--- src/rtl/contador_eventos.sv ---
// Bank of per-channel event counters with shadow snapshot and readout mux.
// Channel 0 counts non-NOP instructions; channels 1..N-1 count external strobes.
module contador_eventos #(
    parameter int NUM_CHANNELS       = 4,
    parameter int CONTADOR_LENGTH    = 32,
    parameter int INSTRUCTION_LENGTH = 32,
    parameter int SATURATE           = 0
) (
    input  logic                          i_clock,
    input  logic                          i_soft_reset,
    input  logic                          i_enable,
    input  logic [INSTRUCTION_LENGTH-1:0] i_instruction,
    input  logic [NUM_CHANNELS-2:0]       i_events,
    input  logic [NUM_CHANNELS-1:0]       i_clear,
    input  logic                          i_snapshot,
    input  logic [3:0]                    i_sel,
    output logic [CONTADOR_LENGTH-1:0]    o_cuenta,
    output logic [NUM_CHANNELS-1:0]       o_overflow,
    output logic                          o_snapshot_valid
);

    localparam logic [CONTADOR_LENGTH-1:0] MAXIMO = '1;

    logic [NUM_CHANNELS-1:0]    evento;
    logic [CONTADOR_LENGTH-1:0] cuenta [NUM_CHANNELS];
    logic [CONTADOR_LENGTH-1:0] sombra [NUM_CHANNELS];

    assign evento = {NUM_CHANNELS{i_enable}} & {i_events, (i_instruction != '0)};

    // Shadows take the pre-edge live value, so same-cycle increments/clears are excluded.
    always_ff @(posedge i_clock) begin
        if (i_soft_reset) begin
            for (int c = 0; c < NUM_CHANNELS; c++) begin
                cuenta[c] <= '0;
                sombra[c] <= '0;
            end
            o_overflow       <= '0;
            o_snapshot_valid <= 1'b0;
        end else begin
            if (i_snapshot) begin
                for (int c = 0; c < NUM_CHANNELS; c++)
                    sombra[c] <= cuenta[c];
                o_snapshot_valid <= 1'b1;
            end
            for (int c = 0; c < NUM_CHANNELS; c++) begin
                if (i_clear[c]) begin
                    cuenta[c]     <= '0;
                    o_overflow[c] <= 1'b0;
                end else if (evento[c]) begin
                    if (cuenta[c] == MAXIMO) begin
                        o_overflow[c] <= 1'b1;
                        if (SATURATE == 0)
                            cuenta[c] <= '0;
                    end else begin
                        cuenta[c] <= cuenta[c] + CONTADOR_LENGTH'(1);
                    end
                end
            end
        end
    end

    always_comb begin
        o_cuenta = '0;
        for (int c = 0; c < NUM_CHANNELS; c++)
            if (i_sel == 4'(c))
                o_cuenta = sombra[c];
    end

endmodule

--- config.mk ---
export PLATFORM = sky130hd
export DESIGN_NAME = contador_eventos
export DESIGN_NICKNAME = d
export VERILOG_FILES = /design/src/rtl/contador_eventos.sv
export SDC_FILE = /design/constraint.sdc
export NUM_CORES = 1
export LEC_CHECK = 0
export CAP_MARGIN = 20
export CORE_MARGIN = 4
export CORE_UTILIZATION = 52
export DETAILED_ROUTE_END_ITERATION = 6
export PLACE_DENSITY = 0.82
export SLEW_MARGIN = 20
export SYNTH_ARGS = -nofsm -noshare
export SYNTH_HDL_FRONTEND = slang
export SYNTH_SLANG_ARGS = --single-unit
--- constraint.sdc ---
create_clock -name i_clock -period 2.7 [get_ports i_clock]
set_input_delay 0.54 -clock i_clock [delete_from_list [all_inputs] [get_ports i_clock]]
set_output_delay 0.54 -clock i_clock [all_outputs]
set_load 0.03 [all_outputs]
* Word-level counts from Yosys, hierarchy flattened
Memories as Yosys holds them, arrays and structs flattened. Cells that the tools add are included.
Operators by class: $add $sub $neg 4, equality and inequality tests 7, mux-type cells 77, bitwise logic cells 17, reductions and logical operators 10
Operators with widths (count):
- $mux 32 | 20
- $add 32x1->32 const B | 4
- $eq 32x32->1 const B | 4
- $mux 1 | 57
- $reduce_bool 32->1 | 1
- $or 1x1->1 | 16
- $eq 4x2->1 const B | 2
- $reduce_and 2->1 | 4
- $reduce_or 2->1 | 4
- $and 4x4->4 | 1
- $eq 4x1->1 const B | 1
- $logic_not 4->1 | 1
Storage, ports and cells: bits in registers 5, bits in writable memories 256, bits of input ports 47, output and inout bits 37, word-level logic and storage cells 122, memories 2
Memories:
- cuenta | depth 4, width 32, rd ports 4, clocked after Yosys merged registers in 0, wr ports 4, line 25 | logic [CONTADOR_LENGTH-1:0] cuenta [NUM_CHANNELS];
- sombra | depth 4, width 32, rd ports 4, clocked after Yosys merged registers in 0, wr ports 4, line 26 | logic [CONTADOR_LENGTH-1:0] sombra [NUM_CHANNELS];

* Longest topological paths before layout
depth after elaboration 8, gate-level depth with buffers 8, gate-level depth less buffers 6

* Least setup slack after synthesis
Ideal clock, no wire load.
path type input-to-reg, start input i_soft_reset, end memory sombra[0][0], enable pin, library setup time 0.433 ns, arrival 2.122 ns, data required time 2.267 ns, setup slack 0.145 ns, stages 1, buffers on the path 0, cells stage by stage or2_2
RTL lines:
- start: declaration | line 10 | input logic i_soft_reset,
- end: declaration | line 26

* Final worst setup path
start input i_sel[1], end output o_cuenta[30]
Between the ends: word-level cells in the longest chain between the ends 5, elaborated cells between the ends (all ways) 8, those cells by class 3 x eq/ne; 4 x mux; 1 x reduce/logical
RTL lines:
- start: declaration | line 16 | input logic [3:0] i_sel,
- $logic_not 4->1 | line 65 | if (i_sel == 4'(c))
- $mux 32 (3 in series) | line 65
- $mux 32 * | line 65
- end: declaration | line 17 | output logic [CONTADOR_LENGTH-1:0] o_cuenta,
Every way passes the cells marked *; elsewhere a longest branch is shown, timed or not.

==> flow_summary.json <==
{
  "yosysWarningCount": 0,
  "grt_remaining_overflow": 0,
  "max_stage_delay_ps": 510,
  "ys.flop_type": "edfxtp_1",
  "drt_iter0_drc": 810,
  "status": "finished, final reports clean",
  "max_freq_ghz": 0.399,
  "grt_pass1_wl_um": 46100,
  "drive_gt1_share_pct": 13.9,
  "hpwl_um": 20700,
  "hold_buffers": 0,
  "die_w_um": 165,
  "synth_fp_nets": 1065,
  "ys_types": 36,
  "period_share_pct": 92.9,
  "route.detailed.drc": 0,
  "r2r_cells": 6,
  "rsz0062_at_grt": "false",
  "synth.area.top_cells": "edfxtp_1 (60%), and2_1 (6.5%), mux4_2 (5.6%), xor2_1 (5.6%), nor2_1 (4.4%)",
  "worst_setup_hold_path_clk_slew_ps": 60,
  "finalMaxSlewViolations": 0,
  "dieArea_mm2": 0.0272,
  "final_cells": 1463,
  "setup_violations": 0,
  "critPathMaxFanout": 32,
  "cts_resized": 0,
  "dpl-instance-area_mm2": 0.0142,
  "maxSlewHeadroom_pct": 56.8,
  "worst-path-buf-inv": 3,
  "synth-edff-count": 256,
  "insertedDiodeCount": 0,
  "post-place-cells": 1415,
  "dieHeight_um": 165,
  "slowest_stage": "clkdlybuf4s50_1",
  "num_rows": 57,
  "cts_setup_buffers": 0,
  "core_region_area_mm2": 0.0242,
  "finalHoldViolations": 0,
  "crit_chain": "clkdlybuf4s50_1 -> buf_12 -> mux4_2 -> nor2b_1 -> buf_4",
  "clkSinkCount": 261,
  "via_per_inst": 5.77,
  "clk_path_buf_depth": 3,
  "peakVddDrop_uv": 550,
  "io_buffers": 83,
  "finalSetupTns_ps": 0,
  "holdPathStages": 2,
  "required_ps": 2160,
  "antenna_found_initial": 0,
  "clock-skew-final_ps": 9.88,
  "synth_cells": 1014,
  "yosysSeqAreaShare_pct": 60.9,
  "grt_max_degree": 89,
  "wirelength_um": 29800,
  "hold_path_class": "flop to flop",
  "globalplace.congestion": 0.856,
  "worst_ep_arrival_time_ps": 1970,
  "synthToLayoutAreaGrowth_pct": 18.6,
  "fillCellCount": 1767,
  "worst_setup_path_end_kind": "output pin",
  "ioPinCount": 84,
  "track_usage_pct": 22.0,
  "clockRootBuffer": "clkbuf_16",
  "leakage_nw": 5.47,
  "avgSynthCellArea_um2": 12.6,
  "wl_per_cell_um": 20.4,
  "synth-seq-cells": 261,
  "grt_pass1_vias": 8362,
  "first_pass_iters": 7,
  "min_period_ps": 2510,
  "syn-cell-area_mm2": 0.0128,
  "num-nets-final": 1170,
  "start_util_pct": 52.7,
  "holdWs_ps": 477,
  "cts_tree": "yes",
  "worstMarginPinSlew_ps": 642,
  "drtAntennaViolNets": 0,
  "htree_num_levels": 1,
  "synth_top_area_share_pct": 60.1,
  "cp-start-kind": "input pin",
  "drv_cap": 0,
  "num_vias": 8436,
  "synthArstFlopShare_pct": 0,
  "path_class": "input pin to output pin",
  "power_density_mw_per_mm2": 617,
  "final_area_mm2": 0.0152,
  "crit_cells": 5,
  "insertion_delay_ps": 530,
  "cpLargestDelayFamily": "buffers and inverters",
  "numCtsBuffers": 26,
  "yosysTopAreaCell": "edfxtp_1"
}
[per-layer routing]
layer / wire length [um] / global-route usage (%) / vias up
met5: 0 / 0 / -
met4: 777 / 6.24 / 0
met3: 2070 / 2.57 / 50
met2: 15400 / 39.1 / 342
met1: 11600 / 28.6 / 4167
li1: - / - / 3877
[area by class of cell]
| class | instances | area [um2] | area share (%) |
|---|---|---|---|
| clock buffers | 30 | 687 | 4.53 |
| clock inverters | 18 | 248 | 1.64 |
| inverters | 9 | 33.8 | 0.223 |
| multi-input cells | 703 | 4790 | 31.6 |
| flip-flops and latches | 261 | 7790 | 51.4 |
| well taps | 324 | 405 | 2.68 |
| repair buffers | 118 | 1200 | 7.89 |
[metrics by stage]
stage | setup slack (ps) | utilization (%) | power [W]
2_1_floorplan | 145 | - | 0.00520
3_3_place_gp | 199 | 58.6 | 0.00547
3_5_place_dp | 194 | 58.6 | 0.00549
4_1_cts | 186 | 62.5 | 0.00938
5_1_grt | 163 | 62.5 | 0.00963
6_report | 193 | 62.5 | 0.00935
[cells in the final DEF (no fill, tap or decap), types with 5 or more instances in the layout]
master and count:
and2_1 132, and3_1 22, bufinv_16 6, edfxtp_1 256, nor3_1 10, clkinv_2 8, or3_1 8, nand3_1 55
nand2_1 40, and4_1 16, nand4_1 40, o21ai_0 9, xnor2_1 33, nor2_1 149, xor2_1 81, nor4_1 13
buf_12 15, dfxtp_1 5, mux4_2 32, clkdlybuf4s50_1 50, nor2b_1 32, a21oi_1 6, clkbuf_16 27, buf_4 52
inv_1 9
[cells by family (layout without fill, tap and decap cells)]
| kind of cell | count (synthesis) | count (layout) | share of synthesized area (%) |
|---|---|---|---|
| AO/OA/AOI/OAI | 23 | 23 | 1.05 |
| XOR/XNOR | 114 | 114 | 7.81 |
| adder cells (fa/ha/maj) | 4 | 4 | 0.392 |
| buffers and inverters | 50 | 175 | 1.72 |
| flip-flops | 261 | 261 | 60.9 |
| multiplexers | 32 | 32 | 5.64 |
| AND/OR/NAND/NOR | 530 | 530 | 22.5 |
[worst register-to-register path, delay by kind of cell (launching register included)]
family | cells | cell delay, ps
buffers and inverters | 1 | 360
and+or+nand+nor | 4 | 1100
DFF | 1 | 440
AOI/OAI and AO/OA | 1 | 210
[worst paths after layout]
kind,startpoint,end,slack [ps]
setup / recovery,i_sel[1],o_cuenta[30],190
hold reg to reg,o_overflow[0],o_overflow[0],480
setup reg to reg,cuenta[1][17],cuenta[1][5],320
hold / removal,o_overflow[0],o_overflow[0],480
[report_power, final]
part / switching, W / internal (W) / leakage, nW / total [W]
combinational: 0.000295 / 0.000285 / 2.08 / 0.000580
sequential: 0.000175 / 0.00466 / 2.93 / 0.00483
clock: 0.00153 / 0.00241 / 0.466 / 0.00393
[sequential cells by signal, indices dropped and copies added, names as in the netlist]
name	flops
cuenta	128
o_overflow	4
o_snapshot_valid	1
sombra	128
[cells in the mapped netlist, types with 14 or more instances]
cell type / number
xnor2_1: 33
nand4_1: 40
nand2_1: 40
mux4_2: 32
xor2_1: 81
and3_1: 22
nand3_1: 55
edfxtp_1: 256
and2_1: 132
nor2b_1: 33
buf_2: 14
and4_1: 16
clkbuf_1: 23
nor2_1: 149
(Power assumes the default switching activity.)
